**src/rtl/next_pc_predict_pkg.sv**
```systemverilog
// Shared definitions for the next-PC predictor: branch codes, counter states
// and small helpers used by both the resolver and the predictor arrays.
package next_pc_predict_pkg;

  localparam logic [2:0] BR_SEQ  = 3'd0;
  localparam logic [2:0] BR_JAL  = 3'd1;
  localparam logic [2:0] BR_JALR = 3'd2;
  localparam logic [2:0] BR_EQ   = 3'd4;
  localparam logic [2:0] BR_NE   = 3'd5;
  localparam logic [2:0] BR_LT   = 3'd6;
  localparam logic [2:0] BR_GE   = 3'd7;

  typedef enum logic [1:0] {
    CTR_SNT = 2'd0,
    CTR_WNT = 2'd1,
    CTR_WT  = 2'd2,
    CTR_ST  = 2'd3
  } ctr_t;

  function automatic ctr_t ctr_update(input ctr_t c, input logic taken);
    ctr_t n;
    n = c;
    if (taken) begin
      if (c != CTR_ST) n = ctr_t'(c + 2'd1);
    end else begin
      if (c != CTR_SNT) n = ctr_t'(c - 2'd1);
    end
    return n;
  endfunction

  // Codes 4..7 are the compare-based conditionals.
  function automatic logic is_cond(input logic [2:0] code);
    return code[2];
  endfunction

  function automatic logic is_uncond(input logic [2:0] code);
    return (code == BR_JAL) || (code == BR_JALR);
  endfunction

endpackage

```
**src/rtl/next_pc_predict_branch_resolve.sv**
```systemverilog
// Purely combinational resolution of a control instruction on the ex_* bus:
// actual direction and actual (halfword-aligned) target.
module branch_resolve
  import next_pc_predict_pkg::*;
#(
  parameter int XLEN = 64
) (
  input  logic [2:0]      ex_branch,
  input  logic [XLEN-1:0] ex_pc,
  input  logic [XLEN-1:0] ex_imm,
  input  logic [XLEN-1:0] ex_rs1,
  input  logic            ex_zero,
  input  logic            ex_less,
  output logic            taken,
  output logic [XLEN-1:0] target
);

  logic [XLEN-1:0] base;
  logic [XLEN-1:0] sum;

  always_comb begin
    taken = 1'b0;
    case (ex_branch)
      BR_SEQ:          taken = 1'b0;
      BR_JAL, BR_JALR: taken = 1'b1;
      BR_EQ:           taken = ex_zero;
      BR_NE:           taken = ~ex_zero;
      BR_LT:           taken = ex_less;
      BR_GE:           taken = ~ex_less;
      default:         taken = 1'b0;
    endcase
  end

  // Only jalr is register-relative; everything else is pc-relative.
  always_comb begin
    base   = (ex_branch == BR_JALR) ? ex_rs1 : ex_pc;
    sum    = ex_imm + base;
    target = {sum[XLEN-1:1], 1'b0};
  end

endmodule

```
**src/rtl/next_pc_predict.sv**
```systemverilog
// Fetch PC generator with a direct-mapped BTB and 2-bit BHT; redirects and
// flushes on a resolved mispredict from the execute stage.
module next_pc_predict
  import next_pc_predict_pkg::*;
#(
  parameter int              XLEN      = 64,
  parameter int              BHT_DEPTH = 16,
  parameter logic [XLEN-1:0] RESET_PC  = 64'h8000_0000
) (
  input  logic            clk,
  input  logic            rst,
  input  logic            if_ready,
  output logic [XLEN-1:0] pc,
  output logic            pc_valid,
  output logic            pred_taken,
  output logic [XLEN-1:0] pred_target,
  input  logic            ex_valid,
  input  logic [2:0]      ex_branch,
  input  logic [XLEN-1:0] ex_pc,
  input  logic [XLEN-1:0] ex_imm,
  input  logic [XLEN-1:0] ex_rs1,
  input  logic            ex_zero,
  input  logic            ex_less,
  input  logic            ex_pred_taken,
  input  logic [XLEN-1:0] ex_pred_target,
  output logic            flush
);

  localparam int IDX_W = $clog2(BHT_DEPTH);
  localparam int TAG_W = XLEN - IDX_W - 2;

  logic [XLEN-1:0]  pc_q, pc_d;
  logic             pc_valid_q;

  logic             btb_valid_q  [BHT_DEPTH];
  logic             btb_valid_d  [BHT_DEPTH];
  logic             btb_uncond_q [BHT_DEPTH];
  logic             btb_uncond_d [BHT_DEPTH];
  logic [TAG_W-1:0] btb_tag_q    [BHT_DEPTH];
  logic [TAG_W-1:0] btb_tag_d    [BHT_DEPTH];
  logic [XLEN-1:0]  btb_tgt_q    [BHT_DEPTH];
  logic [XLEN-1:0]  btb_tgt_d    [BHT_DEPTH];
  ctr_t             ctr_q        [BHT_DEPTH];
  ctr_t             ctr_d        [BHT_DEPTH];

  logic [IDX_W-1:0] fe_idx, ex_idx;
  logic [TAG_W-1:0] fe_tag, ex_tag;
  logic             ex_taken;
  logic [XLEN-1:0]  ex_target;
  logic             ex_hit;
  logic             mispredict;

  branch_resolve #(.XLEN(XLEN)) u_resolve (
    .ex_branch (ex_branch),
    .ex_pc     (ex_pc),
    .ex_imm    (ex_imm),
    .ex_rs1    (ex_rs1),
    .ex_zero   (ex_zero),
    .ex_less   (ex_less),
    .taken     (ex_taken),
    .target    (ex_target)
  );

  assign fe_idx = pc_q[IDX_W+1:2];
  assign fe_tag = pc_q[XLEN-1:IDX_W+2];
  assign ex_idx = ex_pc[IDX_W+1:2];
  assign ex_tag = ex_pc[XLEN-1:IDX_W+2];

  // Lookup reads only registered state, so a same-cycle update is not seen.
  assign pred_taken  = btb_valid_q[fe_idx] && (btb_tag_q[fe_idx] == fe_tag) &&
                       (btb_uncond_q[fe_idx] ||
                        (ctr_q[fe_idx] == CTR_WT) || (ctr_q[fe_idx] == CTR_ST));
  assign pred_target = btb_tgt_q[fe_idx];

  assign ex_hit     = btb_valid_q[ex_idx] && (btb_tag_q[ex_idx] == ex_tag);
  assign mispredict = ex_valid &&
                      ((ex_taken != ex_pred_taken) ||
                       (ex_taken && (ex_target != ex_pred_target)));

  // Reset also masks a mispredict that is still on the ex bus.
  assign flush    = mispredict & ~rst;
  assign pc       = pc_q;
  assign pc_valid = pc_valid_q;

  always_comb begin
    pc_d = pc_q;
    if (mispredict) begin
      pc_d = ex_taken ? ex_target : (ex_pc + XLEN'(4));
    end else if (if_ready && pc_valid_q) begin
      pc_d = pred_taken ? pred_target : (pc_q + XLEN'(4));
    end
  end

  always_comb begin
    btb_valid_d  = btb_valid_q;
    btb_uncond_d = btb_uncond_q;
    btb_tag_d    = btb_tag_q;
    btb_tgt_d    = btb_tgt_q;
    ctr_d        = ctr_q;
    if (ex_valid) begin
      if (is_cond(ex_branch)) begin
        ctr_d[ex_idx] = ctr_update(ctr_q[ex_idx], ex_taken);
      end
      if (ex_taken) begin
        btb_valid_d[ex_idx]  = 1'b1;
        btb_uncond_d[ex_idx] = is_uncond(ex_branch);
        btb_tag_d[ex_idx]    = ex_tag;
        btb_tgt_d[ex_idx]    = ex_target;
        // A freshly allocated conditional starts weakly taken.
        if (is_cond(ex_branch) && !ex_hit) begin
          ctr_d[ex_idx] = CTR_WT;
        end
      end
    end
  end

  always_ff @(posedge clk or posedge rst) begin
    if (rst) begin
      pc_q       <= RESET_PC;
      pc_valid_q <= 1'b0;
      for (int i = 0; i < BHT_DEPTH; i++) begin
        btb_valid_q[i] <= 1'b0;
        ctr_q[i]       <= CTR_WNT;
      end
    end else begin
      pc_q       <= pc_d;
      pc_valid_q <= 1'b1;
      for (int i = 0; i < BHT_DEPTH; i++) begin
        btb_valid_q[i] <= btb_valid_d[i];
        ctr_q[i]       <= ctr_d[i];
      end
    end
  end

  // Payload fields are qualified by the valid bit and need no reset.
  always_ff @(posedge clk) begin
    for (int i = 0; i < BHT_DEPTH; i++) begin
      btb_uncond_q[i] <= btb_uncond_d[i];
      btb_tag_q[i]    <= btb_tag_d[i];
      btb_tgt_q[i]    <= btb_tgt_d[i];
    end
  end

endmodule

```
**config.mk**
```make
export PLATFORM = sky130hd
export DESIGN_NAME = next_pc_predict
export DESIGN_NICKNAME = d
export VERILOG_FILES = /design/src/rtl/next_pc_predict_pkg.sv /design/src/rtl/next_pc_predict_branch_resolve.sv /design/src/rtl/next_pc_predict.sv
export SDC_FILE = /design/constraint.sdc
export NUM_CORES = 2
export LEC_CHECK = 0
export ABC_AREA = 1
export BUFFER_PORTS_ARGS = -buffer_cell sky130_fd_sc_hd__clkbuf_2
export CORE_ASPECT_RATIO = 1.5
export CORE_MARGIN = 2
export CORE_UTILIZATION = 42
export CTS_CLUSTER_SIZE = 8
export DETAILED_ROUTE_END_ITERATION = 8
export HOLD_SLACK_MARGIN = 0.05
export SLEW_MARGIN = 20
export SYNTH_ARGS = -nofsm -noshare
export SYNTH_HDL_FRONTEND = slang
export SYNTH_SLANG_ARGS = --single-unit
```
**constraint.sdc**
```tcl
create_clock -name clk -period 4.19 [get_ports clk]
set_clock_uncertainty 0.05 [all_clocks]
set_input_delay 0.2095 -clock clk [delete_from_list [all_inputs] [get_ports clk]]
set_output_delay 0.2095 -clock clk [all_outputs]
set_load 0.02 [all_outputs]
```
== After elaboration in Yosys (flattened, before gate mapping) ==
Index checks and enable logic that the tools add are counted.
W data, S select, Z words.

* Bits in registers: 2081
* Input port bits: 266
* Output and inout bits: 131
* Word-level logic and storage cells: 181

* $add $sub $neg: 5
* Magnitude comparators: 3
* Eq/ne operators: 13
* Multiplexer cells: 51
* Bitwise gates (word level): 10
* Reduce and logical (&&, ||, !) cells: 17

{| class="wikitable"
|+ Operators by type and width
! operator !! number
|-
| $bwmux W1024 || 1
|-
| $bwmux W928 || 1
|-
| $mux W64 || 8
|-
| $bmux W58 S4 || 2
|-
| $mux W58 || 5
|-
| $bmux W64 S4 || 1
|-
| $demux W64 S4 || 1
|-
| $demux W58 S4 || 1
|-
| $add A64 B3 Y64 const B || 2
|-
| $mux W32 || 4
|-
| $eq A58 B58 Y1 || 2
|-
| $add A64 B64 Y64 || 1
|-
| $ne A64 B64 Y1 || 1
|-
| $bwmux W32 || 1
|-
| $or A16 B16 Y16 || 2
|-
| $mux W2 || 10
|-
| $and A16 B16 Y16 || 1
|-
| $bmux W2 S4 || 2
|-
| $bwmux W16 || 1
|-
| $not A16 Y16 || 1
|-
| $bmux W1 S4 || 3
|-
| $eq A3 B3 Y1 const B || 4
|-
| $ge A5 B5 Y1 const B || 2
|-
| $not A4 Y5 || 2
|-
| 20 further kinds || 40
|}

== Logic depth before layout (Yosys ltp) ==
* Depth in word-level cells: 15
* Gate-level depth with buffers: 32
* Depth with buffers taken out: 30

== Modules after synthesis ==
A second synthesis with hierarchy kept.

* Cell total of the unflattened synthesis: 11975
* Area, all modules: 107294.2 µm²

{| class="wikitable"
|+ By module, submodules not included
! module !! times used !! cells each !! area each (µm²) !! seq. area each (µm²)
|-
| next_pc_predict || 1 || 10850 || 101571.2 || 61945.7
|-
| branch_resolve || 1 || 1125 || 5723.0 || 0.0
|}

== Worst setup path after synthesis ==
Ideal clock, no wire load.

* Path kind: input to register
* Start: input port ex_pc[2]
* End: register btb_valid_q[7] (netlist name)
* Library setup time: 0.097 ns
* Arrival: 7.009 ns
* Required time: 4.043 ns
* Setup slack: -2.967 ns
* Stages: 11
* Path buffers: 4
* Cells stage by stage: buf_4 -> inv_2 -> buf_2 -> buf_2 -> buf_2 -> ha_1 -> inv_1 -> nor2_1 -> inv_1 -> nor2_1 -> or2_2

* Cells in the longest elaborated chain, start to end: 6
* Elaborated cells on any way between the ends: 7
* Classes of those cells: order compare: 2; mux: 2; bitwise: 2; reduce/logical: 1

{| class="wikitable"
|+ RTL lines
! item !! line !! text
|-
| start: declaration || next_pc_predict.sv:19 || <nowiki>input logic [XLEN-1:0] ex_pc,</nowiki>
|-
| $not A4 Y5 (implied by the code) (*) || next_pc_predict.sv:105 || <nowiki>btb_valid_d[ex_idx] = 1'b1;</nowiki>
|-
| $ge A5 B5 Y1 (implied by the code) / $lt A5 B1 Y1 (equally long branches) || next_pc_predict.sv:105 ||
|-
| $logic_and A1 B1 Y1 (implied by the code) || next_pc_predict.sv:105 ||
|-
| $mux W1 (implied by the code) || next_pc_predict.sv:105 ||
|-
| $demux W1 S4 (*) || next_pc_predict.sv:105 ||
|-
| $or A16 B16 Y16 (no line) (*) || - ||
|-
| end signal: indexed assignment || next_pc_predict.sv:129 || <nowiki>btb_valid_q[i] <= btb_valid_d[i];</nowiki>
|-
| end: declaration || next_pc_predict.sv:35 || <nowiki>logic btb_valid_q [BHT_DEPTH];</nowiki>
|}

Mark *: on every way between the ends. The rest lies on a longest branch, timed or not.
A chain may end at the register's enable or synchronous reset.

== Worst setup path after layout ==
* Start: register pc_q[2] (netlist: pc[2])
* End: output port pred_taken

* Cells in the longest elaborated chain, start to end: 8
* Elaborated cells on any way between the ends: 20
* Classes of those cells: eq/ne: 3; mux: 12; bitwise: 1; reduce/logical: 4

{| class="wikitable"
|+ RTL lines
! item !! line !! text
|-
| start: declaration || next_pc_predict.sv:32 || <nowiki>logic [XLEN-1:0] pc_q, pc_d;</nowiki>
|-
| start signal: assignment || next_pc_predict.sv:126 || <nowiki>pc_q <= pc_d;</nowiki>
|-
| $not A4 Y5 (implied by the code) (*) || next_pc_predict.sv:70, next_pc_predict.sv:71, next_pc_predict.sv:72 ||
|-
| parallel branches: the longest is 6 deep, another holds $bmux W58 S4 || - ||
|-
| $logic_and A1 B1 Y1 (*) || next_pc_predict.sv:70 || <nowiki>assign pred_taken = btb_valid_q[fe_idx] && (btb_tag_q[fe_idx] == fe_tag) &&</nowiki>
|-
| end: declaration || next_pc_predict.sv:15 || <nowiki>output logic pred_taken,</nowiki>
|}

Mark *: on every way between the ends. The select of a mux whose other input is x is not followed.

==> out/qor.yml <==
grt_max_degree: 180
finalSetupViolCount: 9
synth_warnings: 0
via_per_inst: 6.103
synth_area_sq_um: 104100
worstPathArrival_ps: 4320
synth_ff_type: "edfxtp_1"
design_area_sq_um: 131500
drc_errors: 0
reg2regPathDepth: 30
grt_first_pass_wirelength_um: 681400
preCtsSetupSlack_ps: -1359
slew_violations: 0
drive_above_1_share_pct: 19.86
cts_buffers: 301
synth_compound_area_share_pct: 16.31
synthAdderAreaFrac_pct: 0.8845
clk_latency_ps: 870
synth-xor-area-share_pct: 1.488
ys_top_cells_by_area: "edfxtp_1, o21ai_0, nand2_1, nor2_1, a21oi_1"
antenna_found_initial: 44
synth_edf_count: 1952
final_nets: 12770
synth_top_cell_area_share_pct: 56.30
yosys.area_share.simple_pct: 16.05
drtIter0Drc: 13450
rows: 223
portBuffers: 395
worstPathRequired_ps: 3930
first_pass_iters: 8
seqCellArea_sq_um: 61480
grt_pass1_vias: 91750
grt.total_usage_pct: 38.16
clock_path_buffers: 4
synth_seq_area_share_pct: 59.04
synth_top_family_by_area: "compound AO/OA/AOI/OAI gates"
crit_path_end_kind: "output port"
fp.dieArea_sq_um: 252000
cp_max_fo: 17
hold_ws_ps: 107.3
fin_util_pct: 53.37
fmax_mhz: 218.5
vias: 96410
failed_checks: "setup timing"
final-hold-violation-count: 0
syn_inst: 11030
dp_hpwl_um: 335100
h-tree-depth: 5
placed_cell_area_sq_um: 118400
num-fill-cells: 21930
crit_end: "pred_taken"
reg2reg_to: "pc[17]"
cts_tree: "done"
syn2layout_area_growth_pct: 26.29
status: "complete, but fails checks"
critPathLaunchType: "register"
worst_slew_pin_slew_ps: 1206
synth-seq-cells: 2065
setup_ws_ps: -387.0
yosysTopAreaCell: "edfxtp_1"
min_path_type: "input port to register"
overflow: 0
cts.sinks: 2065
coreArea_sq_um: 246400
critPathKind: "register to output port"
rsz0062_at_grt: "yes"
avgSynthCellArea_sq_um: 9.438
ys_async_sr_fraction_pct: 5.472
routabilityCongestion: 1.043
yosys.cell_types.count: 61
ios: 397
wl_per_cell_um: 31.46
clk_pin_slew_ps: 60
r2r_start: "pc[2]"
fin_cells: 15800
fin_crit_ps: 4577
synthMuxAreaShare_pct: 0.2259
dieWidth_um: 410.5
startpoint: "pc[2]"
drt-total-wl_um: 496900
peakVddDrop_mv: 0.4628
drtAntennaViolNets: 0
fin_crit_sh_pct: 109.2
fp.dieH_um: 613.8
power_density_nw_per_um2: 503.9
cts_root_buffer: "clkbuf_16"
maxCapViolations: 0
syn-num-nets: 11370
multi_input_area_sq_um: 38380
p_leak_nw: 50.50
placed_cells: 15200
slew_headroom_pct: 19.59
reg2reg_slack_ps: 40
initial_core_util_pct: 42.26
[metal layers]
metal  up-vias  routed length, um  track usage (%)
met4        24              45280            28.91
met3      1522              55940            9.073
met5         -                158                0
li1      41500                  -                -
met1     46930             170700            45.27
met2      6441             224800            60.08
[placed cells by master, fill, tap and decap left out, drive strengths merged, types with 2 or more instances in the layout]
cell	instances
o211ai	150
xnor2	21
clkinv	18
clkbuf	774
edfxtp	1952
dfstp	17
or2	10
and2	3
dlygate4sd3	60
nand3b	56
a32o	2
o21ai	1916
buf	1300
diode	23
bufbuf	7
o22ai	165
o21bai	26
a31oi	33
nand3	615
nor4	23
nor3b	3
nand4	94
a221oi	26
a21oi	657
dfrtp	96
a22o	32
conb	2
ha	72
nand2	1720
o221ai	97
xor2	148
nor3	83
xnor3	2
o31ai	3
nor2	1435
mux2	20
o21a	13
inv	850
[layout make-up]
cell class / count / share of cell area (%)
clock buffer: 364 / 6.006
clock inverter: 19 / 0.2113
tap: 3262 / 3.104
inverter: 848 / 2.479
timing repair buffer: 1777 / 12.19
antenna: 23 / 0.04377
multi-input combinational: 7437 / 29.19
sequential: 2065 / 46.76
timing repair inverter: 2 / 0.01523
[worst min-delay path by stage]
stage | from | to | cells after the start
final | ex_pc[1] | pc[1] | 7
after global routing | ex_pc[56] | btb_tag_q[398] | 2
after CTS | ex_pc[56] | btb_tag_q[398] | 2
after detailed placement | rst | pc[28] | 2
after global placement | rst | pc[28] | 2
after floorplan | ex_pc[6] | btb_tag_q[0] | 0
[where the power goes]
group          leakage [nW]  internal (mW)  total [mW]  switching, mW
Sequential             18.7           23.6        24.2          0.557
Clock                  3.98           13.1        22.1           9.02
Combinational          27.8           6.51        19.9           13.4
[kinds of logic (layout without fill, tap and decap cells)]
logic type      count (synthesis)  after routing
xor+xnor                      172            172
buf+inv                      1530           3010
flops                        2065           2065
simple gates                 4043           4044
compound gates               3125           3125
fa+ha+maj                      73             73
other cells                     2             25
mux                            21             21
[cell usage after synthesis, drive strengths merged, types with 6 or more instances]
library cell,number
nor3,83
ha,72
nor4,23
nand4,94
o21ai,1916
nor2,1435
clkbuf,412
o21a,13
a21oi,657
xor2,148
o211ai,150
a31oi,33
o221ai,97
clkinv,6
or2,10
mux2,20
inv,842
buf,270
nand3,614
dfstp,17
a22o,32
nand2,1720
o21bai,26
nand3b,56
a221oi,26
o22ai,165
xnor2,21
dfrtp,96
edfxtp,1952
[critical path, cell delays in order (launching register included)]
cell,delay [ps]
dfrtp_4,600
buf_12,250
clkinv_16,130
buf_12,160
buf_12,150
nor2_1,90
o21ai_1,80
o211ai_2,190
nand3_2,160
buf_6,190
xnor2_2,160
buf_4,150
nand2_1,60
nor2_1,90
nand4_1,150
nor2_4,210
nand2_2,110
buf_12,150
clkinvlp_4,150
buf_8,130
[registers in the layout (all words and copies together), names as in the netlist]
name	cells
btb_tgt_q	1008
btb_tag_q	928
pc	64
ctr_q	32
btb_uncond_q	16
btb_valid_q	16
pc_valid	1
[repair_timing]
action / CTS / global route
endpoints found under the setup margin: 123 / 91
pin swaps: 77 / 96
cloned: 22 / 19
hold buffers: 60 / 0
setup buffers: 69 / 35
resized for setup: 354 / 244
endpoints found under the hold margin: 975 / 0
[through the flow]
stage / TNS (ps) / total power, mW
2_1_floorplan: -1400770 / 32.61
3_3_place_gp: -98130 / 41.83
3_5_place_dp: -87460 / 42.00
4_1_cts: -703.4 / 64.96
5_1_grt: -2275 / 67.78
6_report: -960.8 / 66.25
(Power assumes the default switching activity.)
